### config.mk
export PLATFORM = sky130hd
export DESIGN_NAME = reservation_station_flat
export DESIGN_NICKNAME = d
export VERILOG_FILES = /design/src/rtl/reservation_station_if.sv /design/src/rtl/reservation_station.sv /design/src/flat_wrapper.sv
export SDC_FILE = /design/constraint.sdc
export NUM_CORES = 2
export LEC_CHECK = 0
export CORE_AREA = 2 2 524 526
export CTS_CLUSTER_DIAMETER = 50
export DETAILED_ROUTE_END_ITERATION = 6
export DIE_AREA = 0 0 526 528
export SLEW_MARGIN = 20
export SYNTH_ARGS = -nofsm -noshare
export SYNTH_HDL_FRONTEND = slang
export SYNTH_SLANG_ARGS = --single-unit
### constraint.sdc
create_clock -name clk_in -period 11.7 [get_ports clk_in]
set_clock_uncertainty 0.2 [all_clocks]
set_input_delay 2.34 -clock clk_in [delete_from_list [all_inputs] [get_ports clk_in]]
set_output_delay 2.34 -clock clk_in [all_outputs]
set_load 0.05 [all_outputs]
### src/rtl/reservation_station_if.sv
// Decoder/CDB/ALU-facing bundle of the reservation station.
// The master side drives issue and CDB traffic; the slave side is the RS.
interface reservation_station_if #(
    parameter int TAG_W = 5
);
    logic             if_rs_idle;
    logic             if_issue_rs;
    logic [TAG_W-1:0] dest_rs;
    logic [5:0]       op_type_to_rs;
    logic [TAG_W-1:0] tag_rs1_to_rs;
    logic [TAG_W-1:0] tag_rs2_to_rs;
    logic [31:0]      data_rs1_to_rs;
    logic [31:0]      data_rs2_to_rs;
    logic [31:0]      imm_to_rs;
    logic [31:0]      pc_to_rs;

    logic             alu_cdb_valid;
    logic [TAG_W-1:0] alu_cdb_tag;
    logic [31:0]      alu_cdb_data;
    logic             lsb_cdb_valid;
    logic [TAG_W-1:0] lsb_cdb_tag;
    logic [31:0]      lsb_cdb_data;

    logic             ex_valid;
    logic [5:0]       ex_op;
    logic [31:0]      ex_v1;
    logic [31:0]      ex_v2;
    logic [31:0]      ex_imm;
    logic [31:0]      ex_pc;
    logic [TAG_W-1:0] ex_dest;

    modport master (
        input  if_rs_idle, ex_valid, ex_op, ex_v1, ex_v2, ex_imm, ex_pc, ex_dest,
        output if_issue_rs, dest_rs, op_type_to_rs, tag_rs1_to_rs, tag_rs2_to_rs,
               data_rs1_to_rs, data_rs2_to_rs, imm_to_rs, pc_to_rs,
               alu_cdb_valid, alu_cdb_tag, alu_cdb_data,
               lsb_cdb_valid, lsb_cdb_tag, lsb_cdb_data
    );

    modport slave (
        output if_rs_idle, ex_valid, ex_op, ex_v1, ex_v2, ex_imm, ex_pc, ex_dest,
        input  if_issue_rs, dest_rs, op_type_to_rs, tag_rs1_to_rs, tag_rs2_to_rs,
               data_rs1_to_rs, data_rs2_to_rs, imm_to_rs, pc_to_rs,
               alu_cdb_valid, alu_cdb_tag, alu_cdb_data,
               lsb_cdb_valid, lsb_cdb_tag, lsb_cdb_data
    );
endinterface

### src/rtl/reservation_station.sv
// Reservation station: holds issued ops until both operands resolve via the
// ALU/LSB CDBs, then dispatches the lowest-index ready entry to the ALU.
module reservation_station #(
    parameter int RS_SIZE = 16,
    parameter int TAG_W   = 5
) (
    input  logic                 clk_in,
    input  logic                 rst_in,
    input  logic                 rdy_in,
    input  logic                 clr_in,
    reservation_station_if.slave rs
);
    localparam int IDX_W = (RS_SIZE > 1) ? $clog2(RS_SIZE) : 1;

    typedef struct packed {
        logic [TAG_W-1:0] q;
        logic [31:0]      v;
    } src_t;

    logic [RS_SIZE-1:0] r_busy;
    logic [5:0]         r_op   [RS_SIZE];
    logic [TAG_W-1:0]   r_q1   [RS_SIZE];
    logic [TAG_W-1:0]   r_q2   [RS_SIZE];
    logic [TAG_W-1:0]   r_dest [RS_SIZE];
    logic [31:0]        r_v1   [RS_SIZE];
    logic [31:0]        r_v2   [RS_SIZE];
    logic [31:0]        r_imm  [RS_SIZE];
    logic [31:0]        r_pc   [RS_SIZE];

    logic               r_ex_valid;
    logic [5:0]         r_ex_op;
    logic [31:0]        r_ex_v1, r_ex_v2, r_ex_imm, r_ex_pc;
    logic [TAG_W-1:0]   r_ex_dest;

    logic               w_alu_valid, w_lsb_valid;
    logic [TAG_W-1:0]   w_alu_tag, w_lsb_tag;
    logic [31:0]        w_alu_data, w_lsb_data;
    logic               w_any_ready, w_any_free, w_issue;
    logic [IDX_W-1:0]   w_disp_idx, w_free_idx;
    src_t               w_iss1, w_iss2;
    src_t               w_wake1 [RS_SIZE];
    src_t               w_wake2 [RS_SIZE];

    assign w_alu_valid = rs.alu_cdb_valid;
    assign w_alu_tag   = rs.alu_cdb_tag;
    assign w_alu_data  = rs.alu_cdb_data;
    assign w_lsb_valid = rs.lsb_cdb_valid;
    assign w_lsb_tag   = rs.lsb_cdb_tag;
    assign w_lsb_data  = rs.lsb_cdb_data;

    // Tag 0 means "value present", so it never matches a broadcast.
    function automatic src_t snoop(input logic [TAG_W-1:0] q, input logic [31:0] v);
        src_t s;
        s.q = q;
        s.v = v;
        if (q != '0) begin
            if (w_alu_valid && q == w_alu_tag) begin
                s.q = '0;
                s.v = w_alu_data;
            end else if (w_lsb_valid && q == w_lsb_tag) begin
                s.q = '0;
                s.v = w_lsb_data;
            end
        end
        return s;
    endfunction

    // NOTE: every always_comb output gets a default first so no latch is inferred.
    always_comb begin
        w_any_ready = 1'b0;
        w_any_free  = 1'b0;
        w_disp_idx  = '0;
        w_free_idx  = '0;
        for (int i = RS_SIZE - 1; i >= 0; i--) begin
            if (r_busy[i] && r_q1[i] == '0 && r_q2[i] == '0) begin
                w_any_ready = 1'b1;
                w_disp_idx  = IDX_W'(i);
            end
            if (!r_busy[i]) begin
                w_any_free = 1'b1;
                w_free_idx = IDX_W'(i);
            end
        end
    end

    always_comb begin
        w_iss1 = snoop(rs.tag_rs1_to_rs, rs.data_rs1_to_rs);
        w_iss2 = snoop(rs.tag_rs2_to_rs, rs.data_rs2_to_rs);
        for (int i = 0; i < RS_SIZE; i++) begin
            w_wake1[i] = snoop(r_q1[i], r_v1[i]);
            w_wake2[i] = snoop(r_q2[i], r_v2[i]);
        end
    end

    assign w_issue = rs.if_issue_rs && rdy_in && !clr_in &&
                     rs.op_type_to_rs != 6'd0 && w_any_free;

    always_ff @(posedge clk_in or posedge rst_in) begin
        if (rst_in) begin
            r_busy     <= '0;
            r_ex_valid <= 1'b0;
            r_ex_op    <= '0;
            r_ex_v1    <= '0;
            r_ex_v2    <= '0;
            r_ex_imm   <= '0;
            r_ex_pc    <= '0;
            r_ex_dest  <= '0;
        end else if (rdy_in) begin
            if (clr_in) begin
                r_busy     <= '0;
                r_ex_valid <= 1'b0;
            end else begin
                r_ex_valid <= w_any_ready;
                if (w_any_ready) begin
                    r_ex_op              <= r_op[w_disp_idx];
                    r_ex_v1              <= r_v1[w_disp_idx];
                    r_ex_v2              <= r_v2[w_disp_idx];
                    r_ex_imm             <= r_imm[w_disp_idx];
                    r_ex_pc              <= r_pc[w_disp_idx];
                    r_ex_dest            <= r_dest[w_disp_idx];
                    r_busy[w_disp_idx]   <= 1'b0;
                end
                // The issue slot is free and the dispatch slot is busy, so they never collide.
                if (w_issue)
                    r_busy[w_free_idx] <= 1'b1;
            end
        end
    end

    // NOTE: entry payload is not reset; it is meaningless while its busy bit is clear.
    for (genvar g = 0; g < RS_SIZE; g++) begin : g_entry
        always_ff @(posedge clk_in) begin
            if (rdy_in && !clr_in) begin
                if (w_issue && w_free_idx == IDX_W'(g)) begin
                    r_op[g]   <= rs.op_type_to_rs;
                    r_dest[g] <= rs.dest_rs;
                    r_imm[g]  <= rs.imm_to_rs;
                    r_pc[g]   <= rs.pc_to_rs;
                    r_q1[g]   <= w_iss1.q;
                    r_v1[g]   <= w_iss1.v;
                    r_q2[g]   <= w_iss2.q;
                    r_v2[g]   <= w_iss2.v;
                end else if (r_busy[g]) begin
                    r_q1[g] <= w_wake1[g].q;
                    r_v1[g] <= w_wake1[g].v;
                    r_q2[g] <= w_wake2[g].q;
                    r_v2[g] <= w_wake2[g].v;
                end
            end
        end
    end

    assign rs.if_rs_idle = w_any_free;
    assign rs.ex_valid   = r_ex_valid;
    assign rs.ex_op      = r_ex_op;
    assign rs.ex_v1      = r_ex_v1;
    assign rs.ex_v2      = r_ex_v2;
    assign rs.ex_imm     = r_ex_imm;
    assign rs.ex_pc      = r_ex_pc;
    assign rs.ex_dest    = r_ex_dest;
endmodule
### src/flat_wrapper.sv
// flat-port wrapper written by rule: the top's interface ports become plain ports
module reservation_station_flat 
#(
    parameter int RS_SIZE = 16,
    parameter int TAG_W   = 5
)
  (clk_in, rst_in, rdy_in, clr_in, rs_if_rs_idle, rs_ex_valid, rs_ex_op, rs_ex_v1, rs_ex_v2, rs_ex_imm, rs_ex_pc, rs_ex_dest, rs_if_issue_rs, rs_dest_rs, rs_op_type_to_rs, rs_tag_rs1_to_rs, rs_tag_rs2_to_rs, rs_data_rs1_to_rs, rs_data_rs2_to_rs, rs_imm_to_rs, rs_pc_to_rs, rs_alu_cdb_valid, rs_alu_cdb_tag, rs_alu_cdb_data, rs_lsb_cdb_valid, rs_lsb_cdb_tag, rs_lsb_cdb_data);
  reservation_station_if #(.TAG_W(TAG_W)) rs_i ();
  input  logic clk_in;
  input  logic rst_in;
  input  logic rdy_in;
  input  logic clr_in;
  output wire logic [$bits(rs_i.if_rs_idle)-1:0] rs_if_rs_idle;
  output wire logic [$bits(rs_i.ex_valid)-1:0] rs_ex_valid;
  output wire logic [$bits(rs_i.ex_op)-1:0] rs_ex_op;
  output wire logic [$bits(rs_i.ex_v1)-1:0] rs_ex_v1;
  output wire logic [$bits(rs_i.ex_v2)-1:0] rs_ex_v2;
  output wire logic [$bits(rs_i.ex_imm)-1:0] rs_ex_imm;
  output wire logic [$bits(rs_i.ex_pc)-1:0] rs_ex_pc;
  output wire logic [$bits(rs_i.ex_dest)-1:0] rs_ex_dest;
  input wire logic [$bits(rs_i.if_issue_rs)-1:0] rs_if_issue_rs;
  input wire logic [$bits(rs_i.dest_rs)-1:0] rs_dest_rs;
  input wire logic [$bits(rs_i.op_type_to_rs)-1:0] rs_op_type_to_rs;
  input wire logic [$bits(rs_i.tag_rs1_to_rs)-1:0] rs_tag_rs1_to_rs;
  input wire logic [$bits(rs_i.tag_rs2_to_rs)-1:0] rs_tag_rs2_to_rs;
  input wire logic [$bits(rs_i.data_rs1_to_rs)-1:0] rs_data_rs1_to_rs;
  input wire logic [$bits(rs_i.data_rs2_to_rs)-1:0] rs_data_rs2_to_rs;
  input wire logic [$bits(rs_i.imm_to_rs)-1:0] rs_imm_to_rs;
  input wire logic [$bits(rs_i.pc_to_rs)-1:0] rs_pc_to_rs;
  input wire logic [$bits(rs_i.alu_cdb_valid)-1:0] rs_alu_cdb_valid;
  input wire logic [$bits(rs_i.alu_cdb_tag)-1:0] rs_alu_cdb_tag;
  input wire logic [$bits(rs_i.alu_cdb_data)-1:0] rs_alu_cdb_data;
  input wire logic [$bits(rs_i.lsb_cdb_valid)-1:0] rs_lsb_cdb_valid;
  input wire logic [$bits(rs_i.lsb_cdb_tag)-1:0] rs_lsb_cdb_tag;
  input wire logic [$bits(rs_i.lsb_cdb_data)-1:0] rs_lsb_cdb_data;
  assign rs_if_rs_idle = rs_i.if_rs_idle;
  assign rs_ex_valid = rs_i.ex_valid;
  assign rs_ex_op = rs_i.ex_op;
  assign rs_ex_v1 = rs_i.ex_v1;
  assign rs_ex_v2 = rs_i.ex_v2;
  assign rs_ex_imm = rs_i.ex_imm;
  assign rs_ex_pc = rs_i.ex_pc;
  assign rs_ex_dest = rs_i.ex_dest;
  assign rs_i.if_issue_rs = rs_if_issue_rs;
  assign rs_i.dest_rs = rs_dest_rs;
  assign rs_i.op_type_to_rs = rs_op_type_to_rs;
  assign rs_i.tag_rs1_to_rs = rs_tag_rs1_to_rs;
  assign rs_i.tag_rs2_to_rs = rs_tag_rs2_to_rs;
  assign rs_i.data_rs1_to_rs = rs_data_rs1_to_rs;
  assign rs_i.data_rs2_to_rs = rs_data_rs2_to_rs;
  assign rs_i.imm_to_rs = rs_imm_to_rs;
  assign rs_i.pc_to_rs = rs_pc_to_rs;
  assign rs_i.alu_cdb_valid = rs_alu_cdb_valid;
  assign rs_i.alu_cdb_tag = rs_alu_cdb_tag;
  assign rs_i.alu_cdb_data = rs_alu_cdb_data;
  assign rs_i.lsb_cdb_valid = rs_lsb_cdb_valid;
  assign rs_i.lsb_cdb_tag = rs_lsb_cdb_tag;
  assign rs_i.lsb_cdb_data = rs_lsb_cdb_data;
  reservation_station #(.RS_SIZE(RS_SIZE), .TAG_W(TAG_W)) u_core (.clk_in(clk_in), .rst_in(rst_in), .rdy_in(rdy_in), .clr_in(clr_in), .rs(rs_i));
endmodule
After elaboration in Yosys (flattened, before gate mapping)
Memories as Yosys holds them, arrays and structs flattened. A register that Yosys moved wholly into a read port is not among the register bits.
Cells that the tools add are included.
{ "classes": {"bitwise": 68, "reduce_logical": 285, "magnitude_cmp": 4, "add_sub_neg": 0, "div_mod_pow": 0, "n_mux": 532, "n_shift": 0, "multipliers": 0, "eq_ne": 147} }
{ "op_table": {"columns": ["operator", "n"], "rows": [
  ["37-bit two-way mux", 102],
  ["32-bit two-way mux", 62],
  ["32-bit OR reduction", 30],
  ["4-bit two-way mux", 92],
  ["5-bit equality test", 68],
  ["5-bit two-way mux", 47],
  ["1-bit two-way mux", 207],
  ["5-bit nonzero test", 34],
  ["5-bit logical NOT", 32],
  ["1-bit logical AND", 123],
  ["3-bit AND reduction", 33],
  ["3-bit inequality test, second input constant", 32],
  ["6-bit two-way mux", 15],
  ["6-bit OR reduction", 15],
  ["16-bit two-way mux", 5],
  ["5-bit OR reduction", 15],
  ["1-bit bitwise OR", 64],
  ["4-bit equality test, second input constant", 8],
  ["1-bit inequality test, second input constant", 32],
  ["16-bit bitwise AND", 1],
  ["4-bit by 3-bit equality test with 1-bit output, second input constant", 4],
  ["16-bit NOT", 1],
  ["16-bit bitwise OR", 1],
  ["4-bit by 5-bit < comparator with 1-bit output, second input constant", 2],
  ["other kinds (8)", 11]
]} }
{ "totals": {"reg_bits": 17, "wordCells": 1046, "memories": 8, "rom_bits": 0, "output_inout_bits": 141, "mem_bits_rw": 2384, "in_bits": 230, "latchBits": 0} }
{ "memory_table": {"columns": ["memory", "words", "width", "read_ports", "rd_clocked_by_memory_dff", "write_ports", "line", "rtl"], "rows": [
  ["u_core.r_imm", 16, 32, 1, 1, 1, "reservation_station.sv:27", "logic [31:0] r_imm [RS_SIZE];"],
  ["u_core.r_pc", 16, 32, 1, 1, 1, "reservation_station.sv:28", "logic [31:0] r_pc [RS_SIZE];"],
  ["u_core.r_v1", 16, 32, 1, 1, 16, "reservation_station.sv:25", "logic [31:0] r_v1 [RS_SIZE];"],
  ["u_core.r_v2", 16, 32, 1, 1, 16, "reservation_station.sv:26", "logic [31:0] r_v2 [RS_SIZE];"],
  ["u_core.r_op", 16, 6, 1, 1, 1, "reservation_station.sv:21", "logic [5:0] r_op [RS_SIZE];"],
  ["u_core.r_dest", 16, 5, 1, 1, 1, "reservation_station.sv:24", "logic [TAG_W-1:0] r_dest [RS_SIZE];"],
  ["+2 memories", null, null, null, null, null, null, null]
]} }

Depth between registers and ports, before layout
{ "logic_depth": {"ltp_word": 37, "mapped_depth": 13, "mapped_depth_nobuf": 10} }

Worst setup path after synthesis
Ideal clock, no wire load.
{ "synth_timing": {"kind": "input -> register", "start": "input port rdy_in", "end": "memory u_core.r_dest[10][0] (enable)", "cell_stages": 8, "required_ns": 11.071, "arrival_time_ns": 5.359, "path_buffers": 2, "setup_time_ns": 0.429, "setup_slack_ns": 5.712, "path_cell_list": "inv_2 -> nor2_1 -> clkbuf_1 -> o311a_1 -> nand3_1 -> or2_2 -> clkbuf_1 -> inv_1"} }
{ "synth_via": {"elab_chain_len": 24, "word_cells_on_any_way": 114, "cone_classes": "mux (78); reduce/logical (36)"} }
{ "synth_lines": {"columns": ["element", "line", "rtl"], "rows": [
  ["from (decl)", "flat_wrapper.sv:11", "input logic rdy_in;"],
  ["1-bit logical AND (3 in a row)", "reservation_station.sv:95", "assign w_issue = rs.if_issue_rs && rdy_in && !clr_in &&"],
  ["1-bit logical AND", "reservation_station.sv:96", "rs.op_type_to_rs != 6'd0 && w_any_free;"],
  ["1-bit logical AND", "reservation_station.sv:134", "if (w_issue && w_free_idx == IDX_W'(g)) begin"],
  ["1-bit two-way mux", "reservation_station.sv:134", null],
  ["1-bit two-way mux", "reservation_station.sv:133", "if (rdy_in && !clr_in) begin"],
  ["1-bit two-way mux (implied by the code)", "reservation_station.sv:136", "r_dest[g] <= rs.dest_rs;"],
  ["5-bit OR reduction (no line)", null, null],
  ["4-bit two-way mux (no line) / 1-bit two-way mux (equally long branches) (15 in a row)", null, null],
  ["to (decl)", "reservation_station.sv:24", null]
]} }
Several ways; a longest one is shown, not always the timed one.

==> results.json <==
{
  "min_period_ns": 6.63,
  "crit_family": "buffers and inverters",
  "critPathLaunchType": "register",
  "root_buffer": "clkbuf_16",
  "status": "finished with violations",
  "syn-num-nets": 10800,
  "place_area_mm2": 0.129,
  "crit_top_cell": "buf_4",
  "drive_gt1_share_pct": 9.77,
  "ys_top_cells_by_area": "edfxtp_1, a211oi_1, a21oi_1, nor2b_1, dfrtp_1",
  "pin_count": 371,
  "grt_pass1_wl_um": 670000,
  "hold_path_depth": 1,
  "tightestPinTransition_ns": 1.29,
  "yosysUniqueCellTypes": 67,
  "violations": "design-rule violations",
  "grt_use_total_pct": 33.6,
  "reg2reg_depth": 12,
  "setup_slack_ns": 5.07,
  "initial_core_util_pct": 44.8,
  "synth-seq-cells": 2540,
  "die_height_um": 528,
  "crit_required_ns": 12.39,
  "utilization_pct": 51.5,
  "avgViaCountPerCell": 6.63,
  "synth_top_flop_cell": "edfxtp_1",
  "pre_cts_slack_ns": 4.73,
  "slowest_stage": "buf_4",
  "fp.dieW_um": 526,
  "min_period_over_period_pct": 56.7,
  "cts_resized": 0,
  "peakVddDrop_mv": 0.117,
  "cts_setup_buffers": 0,
  "drv_cap": 0,
  "drtIter0Drc": 14800,
  "yosysTopAreaCell": "edfxtp_1",
  "async_reset_ff_share_pct": 6.14,
  "cts_sinks": 2540,
  "clkTransAtPathRegs_ns": 0.06,
  "synth_enable_flop_cells": 2384,
  "gp_congestion": 0.999,
  "area_delta_synth_final_pct": 14.8,
  "final-max-slew-violation-count": 0,
  "hpwl_um": 263000,
  "ctsLongestPathBuffers": 4,
  "grt_pass1_vias": 89900,
  "critical_path_peak_fanout": 52,
  "power.density_mw_per_mm2": 152,
  "h-tree-depth": 5,
  "syn_area_mm2": 0.122,
  "synth.top_cell.area_share_pct": 58.6,
  "synth_most_common_cell": "edfxtp_1",
  "postLayoutCellArea_mm2": 0.140,
  "grt_max_degree": 158,
  "yosysSeqAreaShare_pct": 61.8,
  "rows": 192,
  "cts_buffers": 337,
  "final_nets": 10700,
  "synth.avg_cell_area_um2": 11.5,
  "slew_headroom_pct": 13.4,
  "rsz0062_at_grt": "false",
  "hp-class": "reg2reg",
  "clk_latency_ns": 0.99,
  "ys_warn_count": 0,
  "p_leak_nw": 47.9,
  "grt-ovfl-total": 0,
  "core_area_mm2": 0.272,
  "crit_type": "reg2reg",
  "postCtsHoldBufs": 0,
  "finalSetupViolCount": 0,
  "antenna_found_initial": 37,
  "max_freq_mhz": 151,
  "synthTopCellsByCount": "edfxtp_1, a21oi_1, a211oi_1",
  "port_buffers": 370,
  "hold_viol_final": 0,
  "arrival_ns": 7.32,
  "post_drt_wl_per_cell_um": 33.6,
  "vias": 95000,
  "detail-route-antenna-nets": 0,
  "tns_ns": 0,
  "cp-end-kind": "register",
  "routed_wl_um": 481000,
  "critPathBufInv": 3,
  "cp.depth": 12,
  "firstDrtPassIters": 7,
  "drcViolationCount": 10,
  "dieArea_mm2": 0.278,
  "critPathMaxStageDelay_ns": 1.07,
  "synth_cells": 10600,
  "cts_tree": "built",
  "cp_cell_sequence": "or4_1 > nor2_1 > nand3_1 > nand3b_1 > nor2_4 > buf_4 > a21boi_4 > buf_4 > buf_4 > a222oi_1 > and4b_1 > a21oi_1"
}
## cells in the final DEF (no fill, tap or decap), drive strengths merged, types with 71 or more instances in the layout
| cell | count |
|---|---|
| xor2 | 272 |
| buf | 337 |
| clkbuf | 416 |
| clkdlybuf4s50 | 359 |
| nor2 | 342 |
| nor2b | 1024 |
| a31oi | 90 |
| a211oi | 1063 |
| nor4 | 119 |
| a22oi | 71 |
| clkinv | 103 |
| dfrtp | 156 |
| o22a | 83 |
| o22ai | 143 |
| a222oi | 81 |
| edfxtp | 2384 |
| nand2 | 1009 |
| mux2i | 295 |
| a21oi | 1571 |
## logic make-up (layout without fill, tap and decap cells)
logic type | count (synthesis) | after routing | share of synthesized area [%]
simple gates | 2773 | 2773 | 11.4
other cells | 0 | 16 | 0
buf+inv | 1199 | 1338 | 3.81
compound gates | 3436 | 3436 | 18.1
mux | 295 | 295 | 2.42
xor+xnor | 340 | 340 | 2.44
flops | 2540 | 2540 | 61.8
## worst reg2reg max path: cells and delay by family, from the launching register on
family                 cells  cell delay [ns]
AND/OR/NAND/NOR            6             1.80
AO/OA/AOI/OAI              3             1.45
buffers and inverters      3             2.69
flip-flops                 1             0.42
## area by class of cell
class | count | area [µm²]
fill | 23500 | 132000
clock buffer | 416 | 8960
sequential | 2540 | 75500
inverter | 41 | 201
timing repair buffer | 696 | 6350
clock inverter | 185 | 2010
antenna | 16 | 40.0
tap | 3589 | 4490
multi-input combinational | 6844 | 42600
## registers in the layout, summed over array words and instances (netlist names), 80 cells and up
signal	flops
u_core.r_pc	512
u_core.r_imm	512
u_core.r_q1	80
u_core.r_op	96
u_core.r_dest	80
u_core.r_v1	512
u_core.r_v2	512
u_core.r_q2	80
## stage by stage
stage,total power [mW],instances,hold WS (ns)
3_3_place_gp,11.2,13700,0.286
2_1_floorplan,10.8,10600,0.296
3_5_place_dp,11.3,13700,0.300
5_1_grt,21.8,14300,0.340
6_report,21.4,14300,0.309
4_1_cts,21.4,14300,0.314
## where the power goes
group / internal (mW) / switching, mW
registers: 10.0 / 0.0157
logic: 0.352 / 0.723
clock network: 6.21 / 4.05
total: 16.6 / 4.79
## path summary, 6_finish.rpt
| path | from | endpoint | slack [ns] |
|---|---|---|---|
| worst max register to register | u_core.r_q1[1][1]$_SDFFCE_PN0P_ | u_core.rs.ex_imm[1]$_DFFE_PP0P_ | 5.07 |
| worst min register to register | u_core.rs.ex_pc[16]$_DFFE_PP0P_ | u_core.rs.ex_pc[16]$_DFFE_PP0P_ | 0.31 |
| worst max-delay path | u_core.r_q1[1][1]$_SDFFCE_PN0P_ | u_core.rs.ex_imm[1]$_DFFE_PP0P_ | 5.07 |
| min in group asynchronous | rst_in | u_core.rs.ex_pc[1]$_DFFE_PP0P_ | 1.65 |
| worst min-delay path | u_core.rs.ex_pc[16]$_DFFE_PP0P_ | u_core.rs.ex_pc[16]$_DFFE_PP0P_ | 0.31 |
| max in group asynchronous | rst_in | u_core.rs.ex_imm[10]$_DFFE_PP0P_ | 8.30 |
## routing by layer
metal  part of all wire, %  track usage, %
met1                    37            43.7
met2                    45            52.3
met3                    13            8.65
met4                   5.4            16.4
met5                 0.030               0
No activity file was read; power rests on OpenSTA's default activity.
